**config.mk**
```make
export PLATFORM = sky130hd
export DESIGN_NAME = mem_arbiter
export DESIGN_NICKNAME = d
export VERILOG_FILES = /design/src/rtl/mem_arbiter.sv
export SDC_FILE = /design/constraint.sdc
export NUM_CORES = 1
export LEC_CHECK = 0
export BUFFER_PORTS_ARGS = -buffer_cell sky130_fd_sc_hd__buf_2
export CELL_PAD_IN_SITES_DETAIL_PLACEMENT = 0
export CELL_PAD_IN_SITES_GLOBAL_PLACEMENT = 1
export CORE_ASPECT_RATIO = 1.75
export CORE_MARGIN = 1.5
export CORE_UTILIZATION = 13
export DETAILED_ROUTE_END_ITERATION = 10
export PLACE_DENSITY = 0.93
export SETUP_SLACK_MARGIN = 0.1
export SLEW_MARGIN = 20
export SYNTH_ARGS = -nofsm -noshare
export SYNTH_HDL_FRONTEND = slang
export SYNTH_SLANG_ARGS = --single-unit
```
**constraint.sdc**
```tcl
create_clock -name clk -period 1.8 [get_ports clk]
set_input_delay 0.09 -clock clk [delete_from_list [all_inputs] [get_ports clk]]
set_output_delay 0.09 -clock clk [all_outputs]
set_load 0.05 [all_outputs]
```
**src/rtl/mem_arbiter.sv**
```systemverilog
`default_nettype none
// ============================================================================
// Module   : mem_arbiter
// Brief    : Two-requester arbiter for the shared instruction/data memory;
//            one access in flight, sequenced over a fixed read latency.
// Revision : 1.0 - initial release
// ============================================================================
module mem_arbiter #(
    parameter int AW         = 10,
    parameter int READ_LAT   = 1,
    parameter int FIXED_PRIO = 0
) (
    input  logic          clk,
    input  logic          reset,
    input  logic          req0,
    input  logic          req1,
    input  logic          we0,
    input  logic          we1,
    input  logic [AW-1:0] addr0,
    input  logic [AW-1:0] addr1,
    input  logic [31:0]   wdata0,
    input  logic [31:0]   wdata1,
    input  logic [3:0]    wmask0,
    input  logic [3:0]    wmask1,
    output logic          gnt0,
    output logic          gnt1,
    output logic          done0,
    output logic          done1,
    output logic [31:0]   rdata0,
    output logic [31:0]   rdata1,
    output logic          mem_en,
    output logic          mem_we,
    output logic [AW-1:0] mem_addr,
    output logic [31:0]   mem_wdata,
    output logic [3:0]    mem_wmask,
    input  logic [31:0]   mem_rdata,
    output logic          busy
);

    typedef enum logic [1:0] {
        IDLE = 2'd0,
        WAIT = 2'd1,
        RESP = 2'd2
    } state_t;

    localparam logic [1:0] c_cnt_init = 2'(READ_LAT - 1);

    state_t     r_state;
    state_t     w_next;
    logic [1:0] r_cnt;
    logic       r_last_gnt;
    logic       r_win;
    logic       r_we;

    logic       w_win;
    logic       w_grant;
    logic       w_sel_we;

    // Ties go to the requester that was not served last unless priority is fixed.
    assign w_win    = (req0 && req1) ? ((FIXED_PRIO != 0) ? 1'b0 : ~r_last_gnt) : req1;
    assign w_grant  = (r_state == IDLE) && !reset && (req0 || req1);
    assign w_sel_we = w_win ? we1 : we0;
    assign busy     = (r_state != IDLE);

    always_ff @(posedge clk or posedge reset) begin
        if (reset) begin
            r_state    <= IDLE;
            r_cnt      <= 2'd0;
            r_last_gnt <= 1'b1;
            r_win      <= 1'b0;
            r_we       <= 1'b0;
        end else begin
            r_state <= w_next;
            if (w_grant) begin
                r_win      <= w_win;
                r_last_gnt <= w_win;
                r_we       <= w_sel_we;
                r_cnt      <= c_cnt_init;
            end else if (r_state == WAIT) begin
                r_cnt <= r_cnt - 2'd1;
            end
        end
    end

    always_comb begin
        w_next    = r_state;
        gnt0      = 1'b0;
        gnt1      = 1'b0;
        done0     = 1'b0;
        done1     = 1'b0;
        rdata0    = 32'd0;
        rdata1    = 32'd0;
        mem_en    = 1'b0;
        mem_we    = 1'b0;
        mem_addr  = '0;
        mem_wdata = 32'd0;
        mem_wmask = 4'd0;
        case (r_state)
            IDLE: begin
                if (w_grant) begin
                    w_next    = (READ_LAT == 1) ? RESP : WAIT;
                    gnt0      = ~w_win;
                    gnt1      = w_win;
                    mem_en    = 1'b1;
                    mem_we    = w_sel_we;
                    mem_addr  = w_win ? addr1 : addr0;
                    mem_wdata = w_win ? wdata1 : wdata0;
                    mem_wmask = w_win ? wmask1 : wmask0;
                end
            end
            WAIT: begin
                if (r_cnt == 2'd1) begin
                    w_next = RESP;
                end
            end
            RESP: begin
                w_next = IDLE;
                done0  = ~r_win;
                done1  = r_win;
                if (!r_we) begin
                    rdata0 = r_win ? 32'd0 : mem_rdata;
                    rdata1 = r_win ? mem_rdata : 32'd0;
                end
            end
            default: begin
                w_next = IDLE;
            end
        endcase
    end

endmodule
`default_nettype wire
```
==> results of run 1 <==
## cell type report
cell class / count / area [µm²]
diodes: 2 / 5.005
clock buffers: 4 / 78.83
fillers: 957 / 5919
inverters: 5 / 18.77
multi-input cells: 156 / 987.2
flip-flops and latches: 4 / 103.9
well taps: 120 / 150.1
repair buffers: 257 / 1715
## cell families (layout without fill, tap and decap cells)
group           Yosys count  after routing
simple gates            104            104
compound gates           52             52
buf+inv                  27            266
flops                     4              4
other cells               0              2
## final timing paths
check                                    endpoint  slack [ns]
max                                  mem_wdata[0]        0.08
min                              r_we$_DFFE_PP0P_        0.14
max reg2reg                      r_we$_DFFE_PP0P_        0.38
min reg2reg                     r_win$_DFFE_PP0P_        0.50
max in group asynchronous  r_last_gnt$_DFFE_PP1P_        1.23
min in group asynchronous       r_win$_DFFE_PP0P_        0.34
## power breakdown
part	switching, W	internal [W]
Combinational	0.000869	0.000501
Clock	0.0000671	0.000293
Sequential	0.0000382	0.000109
## layout by cell type, fill, tap and decap left out
cell           instances
a21o_1                 2
a221o_1                1
a22o_1                28
a22o_2                17
a22o_4                 2
and3_4                 2
buf_12                 4
buf_16                 1
buf_2                199
buf_4                  3
buf_6                 47
clkbuf_1               1
clkbuf_16              5
dfrtp_1                1
dfrtp_2                2
dfstp_2                1
diode_2                2
dlygate4sd3_1          1
inv_1                  5
nand2_1                2
nand2b_1              34
nor2_1                65
nor2_4                 1
o21ai_0                1
o31a_1                 1
## metal layers
| metal | vias up | share of wire | track usage |
|---|---|---|---|
| met3 | 8 | 0.099 | 0.03166 |
| met5 | - | 0 | 0 |
| met2 | 177 | 0.56 | 0.2755 |
| li1 | 1121 | - | - |
| met4 | 0 | 0.016 | 0.04202 |
| met1 | 1021 | 0.33 | 0.1040 |
## per-stage QoR
step                      hold slack, ns  area (µm²)    util  total power (W)
after floorplan                  -0.1447        1227       -         0.001021
after global placement         -0.005017        2560  0.2851         0.001353
after detailed placement        0.008841        2560  0.2851         0.001366
after CTS                         0.1307        2917  0.3248         0.001837
after global routing              0.1460        3059  0.3407         0.001972
final                             0.1397        3059  0.3407         0.001877
## sequential cells by signal, summed over array words and instances, names as in the netlist
register    cells
r_we            1
r_last_gnt      1
r_win           1
r_state         1
## repair_timing
action	CTS	global route
endpoints found under the setup margin	50	47
endpoints found under the hold margin	4	0
cloned	1	3
pin swaps	0	2
hold buffers	1	0
gates resized for setup	81	17
setup buffers	0	1
==> out/qor.csv, run 1 <==
metric,value,unit
cp_cell_sequence,nand2b_1 -> and3_4 -> buf_16 -> a22o_1 -> buf_6,
drive_gt1_frac,0.6667,
nets,557,
critical_path_class,reg -> out,
cp.arrival,1.63,ns
first_global_vias,2082,
worstSkewPairLatency,0.23,ns
power_density,613.5,nW/µm²
dp_hpwl,5.950,mm
grt_max_degree,35,
drc_errors,0,
synth_nets,317,
area_growth,156.6,%
synth_top_family_by_area,simple AND/OR/NAND/NOR gates,
worst_clock_skew,0.002866,ns
synth_top_area_share,0.3452,
crit_slowest_cell,dfstp_2,
tightest_slew,0.4443,ns
yosys_warnings,0,
cts_buffers,3,
cts-root-buf,clkbuf_16,
clockBufferDepth,2,
synthXorXnorAreaFrac,0,
track_usage,0.1288,
clock-sinks,4,
avgSynthCellArea,6.376,µm²
worstReg2RegStart,r_last_gnt$_DFFE_PP1P_,
synth_compound_area_frac,0.3778,
synth_common_cells,"nor2_1, a22o_1, nand2b_1, clkbuf_1, buf_6",
synth_fa_ha_area_frac,0,
hold_viol,0,
setup_viol,0,
row_count,46,
die_w,75.40,µm
drt-wirelength-per-cell,14.18,µm
core-area,8979,µm²
critPathLaunchType,flop,
hold_start,we1,
synth_mux_area_frac,0,
min_period,1.719,ns
r2r_cells,4,
die_y,129.7,µm
drt_first_pass_iters,3,
yosys.area.top_type,a22o_1,
required,1.71,ns
syn_inst,187,
synth_ff_type,dfrtp_1,
drt-initial-drc-count,40,
fp.dieArea,9778,µm²
dpl.cell_count,536,
netlist_area,1192,µm²
max-vdd-ir-drop,0.0002760,V
initial_utilization,0.1328,
ctsHtreeMaxLevel,1,
rsz0062_at_grt,yes,
timing.final.crit_share,0.9550,
yosys-top-cells-area,"a22o_1, nor2_1, nand2b_1",
async_reset_ff_frac,1.000,
gp_congestion,0.9018,
synth_simple_gate_area_frac,0.4029,
grt-ovfl-total,0,
cp_num_cells,5,
path_buf_inv,2,
io_pins,247,
synth-edff-count,0,
ys_seq_area_frac,0.08499,
port_buffers,246,
drv_slew,0,
cts.clk_slew.worst_paths,0.03,ns
cts_tree,yes,
slowest_delay,0.52,ns
ys_seq_elements,4,
final.setup.tns,0,ns
antenna_found_initial,2,
grt_pass1_wl,9.542,mm
slew_headroom,0.7007,
max_freq,581.7,MHz
worst_slack,0.08094,ns
worst_setup_path_end_kind,output port,
vias_per_cell,4.246,
crit_fanout,24,
synth_most_common_cell,nor2_1,
max_cap_viol_count,0,
ys_types,16,
cp-startpoint,r_last_gnt$_DFFE_PP1P_,
status,"finished, final reports clean",
dr_total_vias,2327,
min_path_cells,2,
routed_wl,7.772,mm
leakage,1.791,nW
fin_cells,548,
dp_slack,0.2024,ns
cp_top_family,flip-flops,
min_path_type,in -> reg,
final_antenna_net_count,0,
Note: power is estimated with default switching activity, not from simulation.
==> run 2, diff against run 1 <==
- ABC_AREA: not set -> 1
- CORE_UTILIZATION: 13 -> 15
- PLACE_DENSITY: 0.93 -> 0.9
==> out/qor.csv, run 2 <==
metric,value,unit,change
die_y,138.3,µm,was 129.7 µm
cts_buffers,3,,unchanged
synth-edff-count,0,,unchanged
ys_types,17,,was 16
gp_congestion,0.8439,,was 0.9018
final_cell_mix,"buf_2, nand2_1, nand3_1, buf_4, inv_1",,"was buf_2, nor2_1, buf_6, nand2b_1, a22o_1"
drt-wirelength-per-cell,12.98,µm,was 14.18 µm
met1Wirelength,2.910,mm,was 2.540 mm
nets,667,,was 557
grt_max_degree,49,,was 35
highest_layer,met4,,unchanged
final_area,3819,µm²,was 3059 µm²
cts.clk_slew.worst_paths,0.03,ns,about the same
initial_utilization,0.1532,,was 0.1328
dp_hpwl,6.469,mm,was 5.950 mm
routed_wl,8.605,mm,was 7.772 mm
die_w,80.31,µm,was 75.40 µm
first_global_vias,2689,,was 2082
layout_commonest_cell,buf_2,,unchanged
setup_viol,0,,unchanged
area_growth,143.4,%,was 156.6%
hold_viol,0,,unchanged
ys_seq_area_frac,0.06459,,was 0.08499
io_pins,247,,unchanged
synth_top_area_share,0.1722,,was 0.3452
holdWs,0.2241,ns,was 0.1397 ns
synth_most_common_cell,nand2_1,,was nor2_1
drt_first_pass_iters,4,,was 3
p_seq_frac,0.063,,was 0.078
crit_fanout,12,,was 24
port_buffers,246,,unchanged
tightest_slew,0.5040,ns,was 0.4443 ns
drt-initial-drc-count,41,,was 40
placed_area,3405,µm²,was 2560 µm²
netlist_area,1569,µm²,was 1192 µm²
wl_met3,672,µm,was 772 µm
fp.dieArea,11110,µm²,was 9778 µm²
grt_pass1_wl,12.43,mm,was 9.542 mm
max-vdd-ir-drop,0.0003311,V,was 0.0002760 V
vias_per_cell,4.459,,was 4.246
final_core_util,0.3730,,was 0.3407
yosys-top-cells-area,"nor3_1, a21oi_1, nand3_1",,"was a22o_1, nor2_1, nand2b_1"
drive_gt1_frac,0.6549,,was 0.6667
cp.arrival,1.58,ns,was 1.63 ns
power_density,553.0,nW/µm²,was 613.5 nW/µm²
ys_seq_elements,4,,unchanged
swShare,0.5826,,was 0.5193
leakage,2.114,nW,was 1.791 nW
required,1.71,ns,about the same
yosys_warnings,0,,unchanged
cell_internal_pwr,0.0008815,W,was 0.0009021 W
n_fill_cell,1085,,was 957
synth_ff_type,dfrtp_1,,unchanged
synth_common_cells,"nand2_1, nor3_1, a21oi_1, nand3_1, inv_1",,"was nor2_1, a22o_1, nand2b_1, clkbuf_1, buf_6"
grt-ovfl-total,0,,unchanged
track_usage,0.1381,,was 0.1288
min_period,1.674,ns,was 1.719 ns
final.setup.tns,0,ns,unchanged
worst_setup_path_end_kind,output port,,unchanged
cts_tree,yes,,unchanged
max_freq,597.5,MHz,was 581.7 MHz
row_count,49,,was 46
dr_total_vias,2956,,was 2327
worstSkewPairLatency,0.23,ns,about the same
clock-sinks,4,,unchanged
antenna_found_initial,0,,was 2
critical_path_class,reg -> out,,unchanged
wl_met2,4.884,mm,was 4.330 mm
synth_nets,429,,was 317
rsz0062_at_grt,yes,,unchanged
comb_power_share,0.768,,was 0.730
critPathLaunchType,flop,,unchanged
ctsHtreeMaxLevel,1,,unchanged
syn_inst,299,,was 187
worst_clock_skew,0.002648,ns,was 0.002866 ns
min_path_type,in -> reg,,unchanged
async_reset_ff_frac,1.000,,unchanged
timing.final.crit_share,0.9299,,was 0.9550
antenna-diode-count,0,,was 2
switching_power,0.001230,W,was 0.0009746 W
cts-root-buf,clkbuf_16,,unchanged
avgSynthCellArea,5.248,µm²,was 6.376 µm²
final_antenna_net_count,0,,unchanged
core-area,10240,µm²,was 8979 µm²
drv_slew,0,,unchanged
clockBufferDepth,2,,unchanged
drc_errors,0,,unchanged
slew_headroom,0.6640,,was 0.7007
total_power,0.002112,W,was 0.001877 W
clockPowerShare,0.169,,was 0.192
yosys.area.top_type,nor3_1,,was a22o_1
status,"finished, final reports clean",,unchanged
max_cap_viol_count,0,,unchanged
-- run 2: cell count changes after synthesis, sizes merged, moves of 5 or more --
cell    before  now
a21oi        0   47
nor2        66    2
nand2b      34    0
nor3         0   64
nand3        0   47
clkbuf      11    6
inv          5   40
a22o        47    0
nand2        2   58
buf         11   29
-- run 2: repair_timing --
action | in CTS | in global routing
setup endpoints to repair | 83 | 51
setup buffers | 6 | 2
hold endpoints to repair | 4 | 0
hold buffers | 1 | 0
gates cloned | 1 | 3
resized for setup | 47 | 26
-- run 2: worst max-delay path, cell delays in order (launching register included) --
cell and delay, ns:
dfstp_2 0.54, nand2_4 0.09, nand2_8 0.13, clkbuf_16 0.18, nand2_1 0.05, a21oi_1 0.14, buf_4 0.22
-- run 2: final timing paths --
| kind | start | slack (ns) | cells after the start | endpoint |
|---|---|---|---|---|
| setup / recovery | r_last_gnt$_DFFE_PP1P_ | 0.13 | 6 | mem_addr[7] |
| hold / removal | we0 | 0.22 | 5 | r_we$_DFFE_PP0P_ |
| setup reg to reg | r_state[1]$_DFFE_PP0P_ | 0.53 | 6 | r_last_gnt$_DFFE_PP1P_ |
| hold reg to reg | r_last_gnt$_DFFE_PP1P_ | 0.48 | 2 | r_last_gnt$_DFFE_PP1P_ |
| max in group asynchronous | reset | 1.24 | 3 | r_last_gnt$_DFFE_PP1P_ |
| min in group asynchronous | reset | 0.33 | 3 | r_win$_DFFE_PP0P_ |
-- run 2: cells by family (layout without fill, tap and decap cells) --
logic type	Yosys count	after routing	share of synthesized area
and+or+nand+nor	172	174	0.5367
buffers and inverters	75	309	0.2384
AOI/OAI and AO/OA	48	49	0.1603
DFF	4	4	0.06460
-- run 2: power groups by stage --
stage / clock (W) / sequential (W) / combinational [W]
floorplan: 0 / 0.000121 / 0.00114
global placement: 0 / 0.000127 / 0.00148
detailed placement: 0 / 0.000128 / 0.00150
CTS: 0.000362 / 0.000131 / 0.00158
global route: 0.000371 / 0.000135 / 0.00172
finish: 0.000357 / 0.000133 / 0.00162
-- run 2: area by class of cell --
class,instances,area [µm²],share of cell area
Clock buffer,4,78.83,0.02064
Inverter,40,150.1,0.03932
Multi-Input combinational cell,223,1693,0.4433
Sequential cell,4,106.4,0.02785
Tap cell,127,158.9,0.04161
Timing Repair Buffer,265,1632,0.4273
-- run 2: stage by stage --
stage               instances  setup WS [ns]
finish                    663         0.1263
floorplan                 299       -0.05348
global route              663        0.07132
detailed placement        646         0.1557
CTS                       658        0.03492
global placement          646         0.2019
-- run 2: metal layers --
layer | vias to the layer above | global-route usage
met5 | - | 0
met4 | 0 | 0.02813
met3 | 11 | 0.02508
met2 | 176 | 0.2879
met1 | 1299 | 0.1310
li1 | 1470 | -
